<file path="src/rtl/fetch_ctrl.sv">
// Fetch-stage controller: owns the program counter and steers the F/D
// register (pass / pass-unless-redirect / bubble / halt). It decodes the
// fetched word into register indices, an immediate and a short jump address.
module fetch_ctrl (
  input  logic        clk,
  input  logic        rst,
  input  logic [9:0]  instr_in,
  input  logic        jmp_control,
  input  logic        comp_contr,
  input  logic [9:0]  jmp_target,
  input  logic [1:0]  ldst,
  output logic [9:0]  pc,
  output logic [1:0]  fetch_op,
  output logic [9:0]  instr0,
  output logic [9:0]  instr_addr0,
  output logic [9:0]  pc_val0,
  output logic [2:0]  read_reg10,
  output logic [2:0]  read_reg20,
  output logic [9:0]  imm_val0,
  output logic [9:0]  jmp_addr0,
  output logic [15:0] fetch_count
);

  typedef enum logic [2:0] {
    BOOT,
    RUN,
    REDIR,
    STALL,
    HALT
  } state_t;

  localparam logic [1:0] OP_PASS   = 2'b00;
  localparam logic [1:0] OP_PASSNR = 2'b01;
  localparam logic [1:0] OP_BUBBLE = 2'b10;
  localparam logic [1:0] OP_HALT   = 2'b11;

  state_t      state;
  logic        redirect;
  logic        load_use;
  logic        halt_op;
  logic [9:0]  pc_inc;

  assign redirect = jmp_control | comp_contr;
  assign load_use = (ldst == 2'b10);
  assign halt_op  = (instr_in[9:6] == 4'b1111);
  assign pc_inc   = pc + 10'd1;

  // Decode taps on the fetched word, passed straight through to decode.
  assign instr0      = instr_in;
  assign instr_addr0 = pc;
  assign pc_val0     = pc_inc;
  assign read_reg10  = instr_in[5:3];
  assign read_reg20  = instr_in[2:0];
  assign imm_val0    = {{4{instr_in[5]}}, instr_in[5:0]};
  assign jmp_addr0   = {4'b0000, instr_in[5:0]};

  // State, program counter and retired-fetch counter.
  always_ff @(posedge clk or posedge rst) begin
    if (rst) begin
      state       <= BOOT;
      pc          <= '0;
      fetch_count <= '0;
    end else begin
      case (state)
        BOOT: state <= RUN;
        RUN: begin
          if (redirect) begin
            pc    <= jmp_target;
            state <= REDIR;
          end else if (load_use) begin
            state <= STALL;
          end else if (halt_op) begin
            state <= HALT;
          end else begin
            pc          <= pc_inc;
            fetch_count <= fetch_count + 16'd1;
          end
        end
        // Redirect inputs are ignored here: the target word is being fetched.
        REDIR: begin
          if (load_use) begin
            state <= STALL;
          end else begin
            pc          <= pc_inc;
            fetch_count <= fetch_count + 16'd1;
            state       <= RUN;
          end
        end
        // Leaving a stall takes one extra cycle with pc held.
        STALL: begin
          if (redirect) begin
            pc    <= jmp_target;
            state <= REDIR;
          end else if (!load_use) begin
            state <= RUN;
          end
        end
        HALT:    state <= HALT;
        default: state <= BOOT;
      endcase
    end
  end

  // F/D register control, a function of current state and this cycle's inputs.
  always_comb begin
    fetch_op = OP_BUBBLE;
    case (state)
      BOOT:  fetch_op = OP_BUBBLE;
      RUN: begin
        if (redirect)      fetch_op = OP_PASSNR;
        else if (load_use) fetch_op = OP_BUBBLE;
        else if (halt_op)  fetch_op = OP_HALT;
        else               fetch_op = OP_PASSNR;
      end
      REDIR: fetch_op = load_use ? OP_BUBBLE : OP_PASS;
      STALL: fetch_op = OP_BUBBLE;
      HALT:  fetch_op = OP_HALT;
      default: fetch_op = OP_BUBBLE;
    endcase
  end

endmodule

</file>
<file path="config.mk">
export PLATFORM = sky130hd
export DESIGN_NAME = fetch_ctrl
export DESIGN_NICKNAME = d
export VERILOG_FILES = /design/src/rtl/fetch_ctrl.sv
export SDC_FILE = /design/constraint.sdc
export NUM_CORES = 1
export LEC_CHECK = 0
export ABC_AREA = 1
export ABC_CLOCK_PERIOD_IN_PS = 2900
export BUFFER_PORTS_ARGS = -buffer_cell sky130_fd_sc_hd__buf_2
export CAP_MARGIN = 20
export CORE_MARGIN = 2
export CORE_UTILIZATION = 51
export CTS_CLUSTER_DIAMETER = 200
export DETAILED_ROUTE_END_ITERATION = 10
export GPL_TIMING_DRIVEN = 0
export PLACE_DENSITY = 0.86
export SETUP_SLACK_MARGIN = 0.15
export SLEW_MARGIN = 40
export SYNTH_ARGS = -nofsm -noshare
export SYNTH_HDL_FRONTEND = slang
export SYNTH_SLANG_ARGS = --single-unit
</file>
<file path="constraint.sdc">
create_clock -name clk -period 2.9 [get_ports clk]
set_input_delay 0.29 -clock clk [delete_from_list [all_inputs] [get_ports clk]]
set_output_delay 0.29 -clock clk [all_outputs]
set_load 0.005 [all_outputs]
</file>
==> results.toml, run 1 <==
[outcome]
status = "completed"

[setup_path]
startpoint = "instr_addr0[1]"
crit_end = "pc_val0[8]"
crit_arrival_ns = 1.58
cp.required_ns = 2.61
path_max_fanout = 6
timing.rr.end = "instr_addr0[9]"
path_class = "flip-flop to output port"
end_kind = "output port"
r2r-start = "state[2]"
r2r.worst_path.cells = 8
setup.worst_path.start_class = "flip-flop"
rrSetupSlack_ns = 1.36

[power]
p_leak_nw = 1.72
combPwrFrac_pct = 60.6
p_sw_mw = 1.26
power_density_nw_per_um2 = 911
intPower_mw = 1.48
irDropWorstVdd_v = 0.000592
p_seq_share_pct = 27.6
switching_share_pct = 46.0
total_power_mw = 2.74
p_clk_share_pct = 11.8

[cts]
cts_buffers = 5
clk_pin_slew_worst_paths_ns = 0.06
ctsHoldBuffers = 0
cts_root_buf = "clkbuf_8"
cts_tree = "yes"
clockBufferDepth = 2
ctsResizeCount = 0
cts.sinks = 29
clock_latency_ns = 0.28
post_cts_buffers = 0
h-tree-depth = 2

[yosys]
syn_area_sq_um = 2360
synth_area_per_cell_sq_um = 7.01
async_reset_ff_share_pct = 100
yosysUniqueCellTypes = 28
synth_ff_type = "dfrtp_1"
synth-seq-area-share_pct = 30.8
synth_seq_cells = 29
ys_warn_count = 0
synth_edf_count = 0
netlist_instances = 336

[sta]
worst_clock_skew_ns = 0.00523
rsz0062_at_grt = "no"
setup_viol = 0
finalSetupTns_ns = 0
maxSlewViolCount = 0
period_share_pct = 64.6
clock.fmax_mhz = 534
relSlewSlack_pct = 57.2
hold_viol = 0
worstMarginPinSlew_ns = 0.641
holdWs_ns = 0.0893
layout_min_cycle_time_ns = 1.87

[drt]
firstDrtPassIters = 4
vias = 2445
via_per_inst = 4.91
drc = 0
wl_microns = 5600
avgRoutedWirePerCell_microns = 11.2
ant_nets = 0
drt-initial-drc-count = 93

[global_routing]
antenna_found_initial = 0
track_usage_pct = 22.0
grt_pass1_wl_microns = 9090
grt_pass1_vias = 2188
grt-ovfl-total = 0
grt_max_degree = 30

[floorplan]
die_h_microns = 72.0
die_area_sq_um = 5180
die_w_microns = 72.0
ios = 110
rows = 24
initial_utilization_pct = 53.4
core_sq_um = 4410

[finish]
multi_input_area_sq_um = 1120
nets = 473
postLayoutCellArea_sq_um = 3010
antennaDiodeCount = 0
regArea_sq_um = 726
area_growth_pct = 27.7
fill_cells = 408
drive_gt1_share_pct = 40.8

[job]
maxCapViolations = 0

[placed_design]
dpl.hpwl_microns = 4450
placed_cell_area_sq_um = 2930
gp_congestion = 0.876
io_buffers = 99

[min_path]
hp-class = "primary input to async pin"
registers in the layout (all words and copies together), names as in the netlist:
| name | count |
|---|---|
| fetch_count | 16 |
| instr_addr0 | 10 |
| state | 3 |
layout make-up:
class	instances	share of cell area, %
sequential	29	24.1
tap	52	2.16
clock buffer	8	2.66
buffer	51	13.1
inverter	35	4.37
multi-input combinational	224	37.1
timing repair buffer	99	16.5
kinds of logic (layout without fill, tap and decap cells):
| logic type | Yosys count | after routing | synth area share [%] |
|---|---|---|---|
| simple gates | 178 | 178 | 32.8 |
| buf+inv | 86 | 193 | 22.3 |
| flops | 29 | 29 | 30.8 |
| compound gates | 24 | 24 | 6.96 |
| xor+xnor | 16 | 16 | 5.95 |
| fa+ha+maj | 2 | 2 | 1.06 |
| other cells | 1 | 4 | 0.159 |
stage by stage:
step	utilization (%)	setup slack (ns)	instances
global placement	66.3	1.33	490
global route	68.1	0.870	498
floorplan	-	1.59	339
CTS	68.1	1.02	498
detailed placement	66.3	1.33	490
finish	68.1	1.03	498
synthesized netlist by cell type, types with 3 or more instances:
master	n	share of area [%]
nand2_1	97	15
o21ai_2	10	3.7
inv_2	3	0.48
nor2_2	4	1.1
nor2_1	40	6.4
buf_4	48	15
buf_6	3	1.4
nand2_2	3	0.80
nand3_1	18	3.8
o21ai_1	7	1.5
inv_1	32	5.1
o21ai_0	4	0.85
xor2_1	14	5.2
nand3b_1	3	0.96
dfrtp_1	29	31
nand3_2	4	1.7
power by group through the flow:
stage	clock [mW]	combinational, mW	sequential (mW)
floorplan	0	1.14	0.723
global placement	0	1.62	0.753
detailed placement	0	1.66	0.760
CTS	0.333	1.67	0.754
global route	0.345	1.84	0.781
finish	0.323	1.66	0.757
metal layers:
metal	GRT usage, %	up-vias	wire (microns)
met3	3.06	9	411
li1	-	1208	-
met1	25.4	1103	2190
met2	40.4	125	2930
met5	0	-	0
met4	9.43	0	73
critical path, cell delays in order, from the launching register on:
cell     delay (ns)
dfrtp_1        0.46
ha_1           0.21
nand2_1        0.07
inv_1          0.16
nand3_1        0.10
nand2_1        0.12
nand2_1        0.06
buf_2          0.12
placed cells by master, fill, tap and decap left out, drive strengths merged, types with 4 or more instances in the layout:
master,n
buf,150
inv,35
xor2,14
or2,5
nor2,45
clkbuf,8
conb,4
nand2,100
dfrtp,29
o21ai,21
nand3,22
worst min path at each step:
stage	cells after the start	slack, ns	endpoint
after floorplan	1	0.37	fetch_count[0]
after global placement	2	0.50	fetch_count[15]
after detailed placement	2	0.41	fetch_count[4]
after CTS	2	0.11	instr_addr0[2]
after global routing	2	0.15	fetch_count[4]
final	2	0.09	fetch_count[1]
No activity file was read; power rests on OpenSTA's default activity.
==> run 2: changes to the inputs <==
--- a/config.mk
+++ b/config.mk
@@ -6,15 +6,15 @@
 export NUM_CORES = 1
 export LEC_CHECK = 0
 export ABC_AREA = 1
-export ABC_CLOCK_PERIOD_IN_PS = 2900
+export ABC_CLOCK_PERIOD_IN_PS = 1710
 export BUFFER_PORTS_ARGS = -buffer_cell sky130_fd_sc_hd__buf_2
 export CAP_MARGIN = 20
 export CORE_MARGIN = 2
-export CORE_UTILIZATION = 51
+export CORE_UTILIZATION = 43
 export CTS_CLUSTER_DIAMETER = 200
 export DETAILED_ROUTE_END_ITERATION = 10
 export GPL_TIMING_DRIVEN = 0
-export PLACE_DENSITY = 0.86
+export PLACE_DENSITY = 0.78
 export SETUP_SLACK_MARGIN = 0.15
 export SLEW_MARGIN = 40
 export SYNTH_ARGS = -nofsm -noshare
==> constraint.sdc (replaced) <==
create_clock -name clk -period 1.71 [get_ports clk]
set_input_delay 0.171 -clock clk [delete_from_list [all_inputs] [get_ports clk]]
set_output_delay 0.171 -clock clk [all_outputs]
set_load 0.005 [all_outputs]
==> run 2 against run 1 <==
Net effect: clock power is 70% higher; global-route usage decreased by 1.7 points; die area is 18% higher; critical endpoint is now pc_val0[4]; sequential power increased by 74%; highest routed layer unchanged.
==> results.toml, run 2 (synthesis results as in run 1) <==
[outcome]
status = "completed"

[placed_design]
pre_cts_slack_ns = 0.180
dpl.hpwl_microns = 4500
io_buffers = 99
placed_cell_area_sq_um = 2950
gp_congestion = 0.948

[cts]
cts_tree = "yes"
cts.sinks = 29
clk_pin_slew_worst_paths_ns = 0.07
h-tree-depth = 2
clock_latency_ns = 0.28
cts_root_buf = "clkbuf_8"
cts_buffers = 5
clockBufferDepth = 2

[floorplan]
core_sq_um = 5200
die_h_microns = 78.0
die_area_sq_um = 6090
die_w_microns = 78.0
ios = 110
rows = 26
initial_utilization_pct = 45.3

[sta]
finalWorstSetupSlack_ns = 0.114
relSlewSlack_pct = 57.8
worstMarginPinSlew_ns = 0.632
period_share_pct = 93.3
setup_viol = 0
rsz0062_at_grt = "yes"
finalSetupTns_ns = 0
holdWs_ns = 0.163
worst_clock_skew_ns = 0.00726
layout_min_cycle_time_ns = 1.60
maxSlewViolCount = 0
clock.fmax_mhz = 627
hold_viol = 0

[power]
irDropWorstVdd_v = 0.00110
power_density_nw_per_um2 = 1610
total_power_mw = 5.39
p_leak_nw = 1.85

[setup_path]
path_max_fanout = 4
cp.required_ns = 1.54
path_class = "flip-flop to output port"
setup.worst_path.start_class = "flip-flop"
end_kind = "output port"
crit_arrival_ns = 1.42

[drt]
avgRoutedWirePerCell_microns = 12.1
drc = 0
firstDrtPassIters = 4
drt-initial-drc-count = 87
ant_nets = 0
wl_microns = 6520
via_per_inst = 4.72
vias = 2537

[global_routing]
antenna_found_initial = 0
track_usage_pct = 20.3
grt_pass1_vias = 2284
grt_pass1_wl_microns = 10100
grt_max_degree = 30
grt-ovfl-total = 0

[finish]
fill_cells = 471
nets = 495
antennaDiodeCount = 0
largest_reg_flops = 16
drive_gt1_share_pct = 50.4
layout_commonest_cell = "buf_2"
area_growth_pct = 42.3
mostFrequentLayoutCells = "buf_2, nand2_1, buf_4"
postLayoutCellArea_sq_um = 3350
largest-register = "fetch_count"

[job]
maxCapViolations = 0

[min_path]
hp-class = "primary input to flip-flop"
run 2: final timing paths:
| check | slack [ns] | end | startpoint | depth (start not counted) |
|---|---|---|---|---|
| hold reg to reg | 0.53 | fetch_count[15] | fetch_count[15] | 2 |
| setup reg to reg | 0.15 | instr_addr0[8] | instr_addr0[1] | 9 |
| setup / recovery | 0.11 | pc_val0[4] | instr_addr0[1] | 5 |
| max in group asynchronous | 0.74 | instr_addr0[3] | rst | 3 |
| min in group asynchronous | 0.52 | state[2] | rst | 3 |
| hold / removal | 0.16 | instr_addr0[4] | jmp_target[4] | 3 |
run 2: final cells by class:
| class | count | area (sq um) | share of cell area [%] |
|---|---|---|---|
| Multi-Input combinational cell | 224 | 1240 | 36.9 |
| Sequential cell | 29 | 737 | 22.0 |
| Timing Repair Buffer | 121 | 681 | 20.3 |
| Buffer | 51 | 394 | 11.8 |
| Inverter | 35 | 134 | 3.99 |
| Tap cell | 70 | 87.6 | 2.61 |
| Clock buffer | 6 | 72.6 | 2.16 |
| Clock inverter | 2 | 10.0 | 0.299 |
run 2: per-layer routing:
layer  vias up  global-route usage, %  share of wire (%)  routed length (microns)
li1       1247                      -                  -                        -
met1      1151                   24.3                 39                     2570
met2       124                   36.6                 50                     3280
met3        15                   4.02                8.1                      529
met4         0                   5.96                2.1                      138
met5         -                      0                  0                        0
run 2: per-stage QoR:
stage,utilization (%),instances
detailed placement,56.7,508
global placement,56.7,508
global route,64.4,538
floorplan,-,339
finish,64.4,538
CTS,60.8,527
run 2: power breakdown:
part           leakage [nW]  switching, mW  internal (mW)  total (mW)
clock                0.0450          0.268          0.282       0.550
sequential            0.362          0.368          0.956        1.32
combinational          1.44           1.83           1.68        3.51
total                  1.85           2.47           2.92        5.39
run 2: critical path, stage by stage, from the launching register on:
cell	delay [ns]
dfrtp_2	0.45
ha_4	0.19
nand2_4	0.06
o21ai_1	0.21
nand2_1	0.10
buf_2	0.13
run 2: timing repair:
item	CTS	global route
endpoints found under the setup margin	7	16
buffers inserted	10	11
hold buffers	1	0
pin swaps	7	7
hold endpoints to repair	15	0
gates resized for setup	18	30
